## src/rtl/lm_sm_sequencer.sv

```systemverilog
// LM/SM micro-op sequencer: expands a register mask into one register/address micro-op per cycle.
// Optional macro LMSM_R7_GUARD_EN strips R7 (PC) from the mask and reports it on r7_dropped.
module lm_sm_sequencer #(
  parameter int ADDR_W = 16,
  parameter int MASK_W = 8
) (
  input  logic              clk,
  input  logic              reset,
  input  logic              start,
  input  logic              is_store,
  input  logic [MASK_W-1:0] imm_mask,
  input  logic [ADDR_W-1:0] base_addr,
  input  logic              hold,
  input  logic              flush,
  output logic              busy,
  output logic              stall_req,
  output logic              uop_valid,
  output logic              uop_store,
  output logic [2:0]        uop_reg,
  output logic [ADDR_W-1:0] uop_addr,
  output logic              uop_last,
  output logic              r7_dropped
);

  typedef enum logic {IDLE, RUN} seqState_t;

  seqState_t         state, stateNext;
  logic [MASK_W-1:0] remMask, remMaskNext;
  logic [ADDR_W-1:0] baseReg, baseRegNext;
  logic [ADDR_W-1:0] offset, offsetNext;
  logic              uopValidNext, uopStoreNext, uopLastNext, r7DroppedNext;
  logic [2:0]        uopRegNext;
  logic [ADDR_W-1:0] uopAddrNext;

  logic [MASK_W-1:0] effMask, effRest, remRest;
  logic              accept, r7Requested;

  function automatic logic [2:0] lowestIndex(input logic [MASK_W-1:0] m);
    lowestIndex = '0;
    for (int i = MASK_W - 1; i >= 0; i--)
      if (m[i]) lowestIndex = 3'(i);
  endfunction

`ifdef LMSM_R7_GUARD_EN
  assign effMask     = imm_mask & ~(MASK_W'(1) << (MASK_W - 1));
  assign r7Requested = imm_mask[MASK_W-1];
`else
  assign effMask     = imm_mask;
  assign r7Requested = 1'b0;
`endif

  // Clearing the lowest set bit: x & (x-1)
  assign effRest = effMask & (effMask - MASK_W'(1));
  assign remRest = remMask & (remMask - MASK_W'(1));
  assign accept  = (state == IDLE) && start && !flush && !hold;

  assign busy      = (state == RUN);
  assign stall_req = (accept && (effRest != '0)) || ((state == RUN) && !uop_last);

  always_ff @(posedge clk or negedge reset) begin
    if (!reset) begin
      state      <= IDLE;
      remMask    <= '0;
      baseReg    <= '0;
      offset     <= '0;
      uop_valid  <= 1'b0;
      uop_store  <= 1'b0;
      uop_reg    <= '0;
      uop_addr   <= '0;
      uop_last   <= 1'b0;
      r7_dropped <= 1'b0;
    end else begin
      state      <= stateNext;
      remMask    <= remMaskNext;
      baseReg    <= baseRegNext;
      offset     <= offsetNext;
      uop_valid  <= uopValidNext;
      uop_store  <= uopStoreNext;
      uop_reg    <= uopRegNext;
      uop_addr   <= uopAddrNext;
      uop_last   <= uopLastNext;
      r7_dropped <= r7DroppedNext;
    end
  end

  always_comb begin
    stateNext     = state;
    remMaskNext   = remMask;
    baseRegNext   = baseReg;
    offsetNext    = offset;
    uopValidNext  = uop_valid;
    uopStoreNext  = uop_store;
    uopRegNext    = uop_reg;
    uopAddrNext   = uop_addr;
    uopLastNext   = uop_last;
    r7DroppedNext = r7_dropped;

    case (state)
      IDLE: begin
        if (flush) begin
          r7DroppedNext = 1'b0;
        end else if (accept) begin
          r7DroppedNext = r7Requested;
          if (effMask != '0) begin
            // The first micro-op is produced directly from the incoming mask
            stateNext    = RUN;
            baseRegNext  = base_addr;
            uopValidNext = 1'b1;
            uopStoreNext = is_store;
            uopRegNext   = lowestIndex(effMask);
            uopAddrNext  = base_addr;
            remMaskNext  = effRest;
            offsetNext   = ADDR_W'(1);
            uopLastNext  = (effRest == '0);
          end
        end
      end
      RUN: begin
        if (flush) begin
          stateNext     = IDLE;
          uopValidNext  = 1'b0;
          uopLastNext   = 1'b0;
          remMaskNext   = '0;
          offsetNext    = '0;
          r7DroppedNext = 1'b0;
        end else if (!hold) begin
          if (uop_last) begin
            stateNext    = IDLE;
            uopValidNext = 1'b0;
            uopLastNext  = 1'b0;
            offsetNext   = '0;
          end else begin
            uopRegNext  = lowestIndex(remMask);
            uopAddrNext = baseReg + offset;
            remMaskNext = remRest;
            offsetNext  = offset + ADDR_W'(1);
            uopLastNext = (remRest == '0);
          end
        end
      end
      default: stateNext = IDLE;
    endcase
  end

endmodule

```

## config.mk

```make
export PLATFORM = sky130hd
export DESIGN_NAME = lm_sm_sequencer
export DESIGN_NICKNAME = d
export VERILOG_FILES = /design/src/rtl/lm_sm_sequencer.sv
export SDC_FILE = /design/constraint.sdc
export NUM_CORES = 1
export LEC_CHECK = 0
export CORE_UTILIZATION = 55
export DETAILED_ROUTE_END_ITERATION = 8
export DONT_BUFFER_PORTS = 1
export PLACE_DENSITY_LB_ADDON = 0.15
export SLEW_MARGIN = 20
export SYNTH_ARGS = -nofsm -noshare
export SYNTH_HDL_FRONTEND = slang
export SYNTH_SLANG_ARGS = --single-unit
```

## constraint.sdc

```tcl
create_clock -name clk -period 5.6 [get_ports clk]
set_input_delay 1.4 -clock clk [delete_from_list [all_inputs] [get_ports clk]]
set_output_delay 1.4 -clock clk [all_outputs]
set_load 0.05 [all_outputs]
```

; After elaboration in Yosys (flattened, before gate mapping)
; Cells that the tools add are included.
; W data, S select, Z words.
[word_totals]
reg_bits = 64
input_bits = 30
wordCells = 117
[classes]
addsub = 4
eq_ne = 11
n_mux = 69
bitwise_logic = 4
reduce_logical = 19
[op_table]
columns = cell, count
row1 = $mux W16, 12
row2 = $mux W3, 22
row3 = $pmux W16 S2, 2
row4 = $mux W8, 6
row5 = $mux W1, 21
row6 = $add A16 B1 Y16 const B, 1
row7 = $add A16 B16 Y16, 1
row8 = $and A8 B8 Y8, 2
row9 = $logic_not A8 Y1, 2
row10 = $pmux W8 S2, 1
row11 = $reduce_bool A8 Y1, 2
row12 = $sub A8 B1 Y8 const B, 2
row13 = $ne A2 B2 Y1 const B, 6
row14 = $ne A3 B3 Y1 const B, 4
row15 = $reduce_and A5 Y1, 2
row16 = $pmux W1 S2, 4
row17 = $reduce_and A4 Y1, 2
row18 = $pmux W3 S2, 1
row19 = $reduce_and A6 Y1, 1
row20 = $logic_and A1 B1 Y1, 5
row21 = $logic_not A1 Y1, 3
row22 = $ne A2 B1 Y1 const B, 1
row23 = $not A1 Y1, 2
row24 = $reduce_and A2 Y1, 1
row25 = $logic_or A1 B1 Y1, 1

; Logic depth before layout (Yosys ltp)
[logic_depth]
depth_word = 12
ltp_mapped = 9
depth_no_buf = 8

; Worst setup path after synthesis
; OpenSTA, ideal clock, no wires.
[synth_timing]
path_type = input port to output port
from = input port imm_mask[0]
to = output port stall_req
arrival_time_ns = 3.101
slack_ns = 1.099
path_stages = 6
n_path_buf = 2
cell_sequence = clkbuf_1 > or4_4 > buf_6 > nor4_1 > o32a_1 > o22ai_1
[synth_via]
elab_chain_len = 5
[synth_lines]
columns = item, line
row1 = "start, declared", 11  ; input logic [MASK_W-1:0] imm_mask,
row2 = $sub A8 B1 Y8, 53  ; assign effRest = effMask & (effMask - MASK_W'(1));
row3 = $and A8 B8 Y8 (*), 53
row4 = $reduce_bool A8 Y1 (*), 58  ; assign stall_req = (accept && (effRest != '0)) || ((state == RUN) && !uop_last);
row5 = $logic_and A1 B1 Y1 (*), 58
row6 = $logic_or A1 B1 Y1 (*), 58
row7 = "end, declared", 16  ; output logic stall_req,
; Mark *: on every way between the ends. The rest lies on a longest branch, timed or not.

; Worst setup path after layout
[layout_timing]
from = input port imm_mask[2]
to = output port stall_req
; The elaborated chain is that of the path after synthesis.

==> impl_metrics.tcl <==
set metrics [dict create \
    p_sw_share_pct 39.92 \
    fmax_mhz 221.6 \
    antenna_found_initial 0 \
    cts_root_buf "clkbuf_8" \
    fin_nets 485 \
    yosysTopAreaCell "dfrtp_1" \
    grt_first_pass_wirelength_um 15670 \
    synth.area.top_cells "dfrtp_1 40%, nand2_1 8.2%, ha_1 5.2%" \
    grt-ovfl-total 0 \
    port_buffers 0 \
    async_flop_share_pct 100.0 \
    drive_gt1_share_pct 7.223 \
    ctsHoldBuffers 0 \
    clkTransAtPathRegs_ns 0.08 \
    num_vias 3230 \
    post-dp-hpwl_um 6731 \
    dpl-instance-area_um2 3926 \
    cts_buffers 9 \
    end_kind "output port" \
    coreArea_um2 6794 \
    finalSetupViolations 0 \
    diodes 0 \
    min_period_ns 4.513 \
    nFillCells 579 \
    slew_violations 0 \
    ys_seq_area_share_pct 39.94 \
    worst_pin_slew_ns 1.052 \
    layout_commonest_cell "nand2_1" \
    synth_edf_count 0 \
    die_x_um 86.05 \
    num_rows 30 \
    largest_registers "baseReg x16, offset x16, uop_addr x16" \
    cp_max_fo 9 \
    final_cell_mix "85 x nand2_1, 62 x dfrtp_1, 39 x nor2_1, 25 x a21oi_1, 19 x o21ai_1" \
    cp_slowest_cell "or4_4" \
    fp.dieH_um 86.05 \
    grt_start_max_net_pins 63 \
    setup-tns-final_ns 0 \
    ir_drop_mv 0.1583 \
    hold_viol 0 \
    yosysWarnings 0 \
    period_share_pct 80.59 \
    dr.pass1.iters 4 \
    post_cts_buffers 0 \
    grt_pass1_vias 3114 \
    seq_power_share_pct 52.1 \
    drv_cap 0 \
    rsz0062_at_grt "no" \
    outcome "complete, no violations" \
    r2r_slack_ns 2.85 \
    max_stage_delay_ns 0.60 \
    synth_seq_cells 62 \
    drc 0 \
    start_util_pct 57.18 \
    pwr-share-comb_pct 18.9 \
    viasPerCell 5.993 \
    max-slew-margin-rel_pct 30.93 \
    skew_ns 0.009180 \
    dieArea_um2 7404 \
    cp.required_ns 4.20 \
    synthesis.area_um2 3885 \
    syn_nets 490 \
    start_kind "input port" \
    ys_types 62 \
    synth_top_area_share_pct 39.94 \
    crit_type "in -> out" \
    ant_nets 0 \
    cts_resized 0 \
    powerDensity_nw_per_um2 343.8 \
    ys.flop_type "dfrtp_1" \
    pwr-share-clk_pct 29.1 \
    crit_path_cell_trace "or4_4 -> a2111oi_0 -> o32a_1 -> o22ai_1" \
    finalInstanceArea_um2 4134 \
    power.switching_w 0.0005674 \
    cts_max_level 3 \
    gp_congestion 0.9191 \
    synth_area_per_cell_um2 8.770 \
    clock_latency_ns 0.36 \
    cts_sinks 62 \
    routedWlPerCell_um 17.54 \
    cts_tree "done" \
    syn-instance-count 443 \
    grt_use_total_pct 27.61 \
    clockBufferDepth 2 \
    crit_arrival_ns 3.11 \
    p_int_w 0.0008538 \
    drt_wl_total_um 9454 \
    drt_iter0_drc 161 \
    io_pins 55 \
    power_leakage_nw 1.857 \
    hold_path.class "reg -> reg" \
    area_growth_pct 6.409 \
]
==> synth_stat cells (all sizes together), types with 2 or more instances <==
master	count
a22oi	2
o21bai	2
o22ai	3
and4	2
nor2b	5
or3	3
o211ai	6
clkbuf	12
o31ai	3
o21ai	38
nor2	41
inv	10
o41ai	2
a2111oi	5
a31oi	2
ha	16
nand2b	3
nor4	6
a2bb2oi	2
xnor2	12
a221oi	2
o2111ai	2
mux2i	5
nor3b	2
xor2	12
buf	8
a211oi	4
nand2	85
dfrtp	62
nor4b	2
nor3	9
nand4	5
a22o	4
a21o	8
or4	2
o311ai	2
a32o	4
nand3	10
a21oi	27
==> per-layer routing <==
layer / global-route usage [%] / vias to the layer above / wire length, um
met5: 0 / - / 0
met4: 8.939 / 0 / 142
met3: 4.620 / 16 / 433
met2: 44.88 / 80 / 4456
met1: 37.60 / 1559 / 4421
li1: - / 1575 / -
==> power by group through the flow <==
stage	Sequential [W]	Combinational (W)	Clock [W]
floorplan	0.000725	0.000226	0
global placement	0.000745	0.000259	0
detailed placement	0.000748	0.000267	0
CTS	0.000740	0.000268	0.000416
global route	0.000750	0.000306	0.000435
finish	0.000740	0.000268	0.000413
==> layout make-up <==
type / count / area [um^2] / share of cell area, %
Multi-Input combinational cell: 351 / 2187 / 52.91
Timing Repair Buffer: 4 / 30.03 / 0.7264
Clock buffer: 10 / 137.6 / 3.329
Sequential cell: 62 / 1551 / 37.53
Clock inverter: 6 / 70.07 / 1.695
Tap cell: 96 / 120.1 / 2.906
Inverter: 10 / 37.54 / 0.9080
==> worst max-delay path, delay by kind of cell <==
kind / cells / cell delay, ns
AND/OR/NAND/NOR: 1 / 0.60
AO/OA/AOI/OAI: 3 / 1.10
==> path summary, 6_finish.rpt <==
check,cells past startpoint,startpoint,endpoint
max in group asynchronous,0,reset,offset[13]
setup reg to reg,4,busy,offset[13]
setup / recovery,4,imm_mask[2],stall_req
hold reg to reg,2,baseReg[11],baseReg[11]
hold / removal,2,baseReg[11],baseReg[11]
min in group asynchronous,0,reset,uop_reg[2]
==> logic make-up after synthesis <==
kind of cell	after synthesis	synth area share, %
buffers and inverters	30	3.768
other	1	0.09653
flip-flops	62	39.94
XOR/XNOR	24	5.411
AO/OA/AOI/OAI	125	22.00
multiplexers	6	1.578
AND/OR/NAND/NOR	177	21.29
adder cells (fa/ha/maj)	18	5.926
==> metrics by stage <==
stage	total power, W	cells	setup WS (ns)	hold WS [ns]	util (%)
2_1_floorplan	0.0009508	443	1.099	0.4497	-
3_3_place_gp	0.001004	523	1.243	0.4659	57.79
3_5_place_dp	0.001015	523	1.117	0.4693	57.79
4_1_cts	0.001423	539	1.113	0.4879	60.85
5_1_grt	0.001491	539	1.042	0.5013	60.85
6_report	0.001421	539	1.087	0.4850	60.85
(Power assumes the default switching activity.)
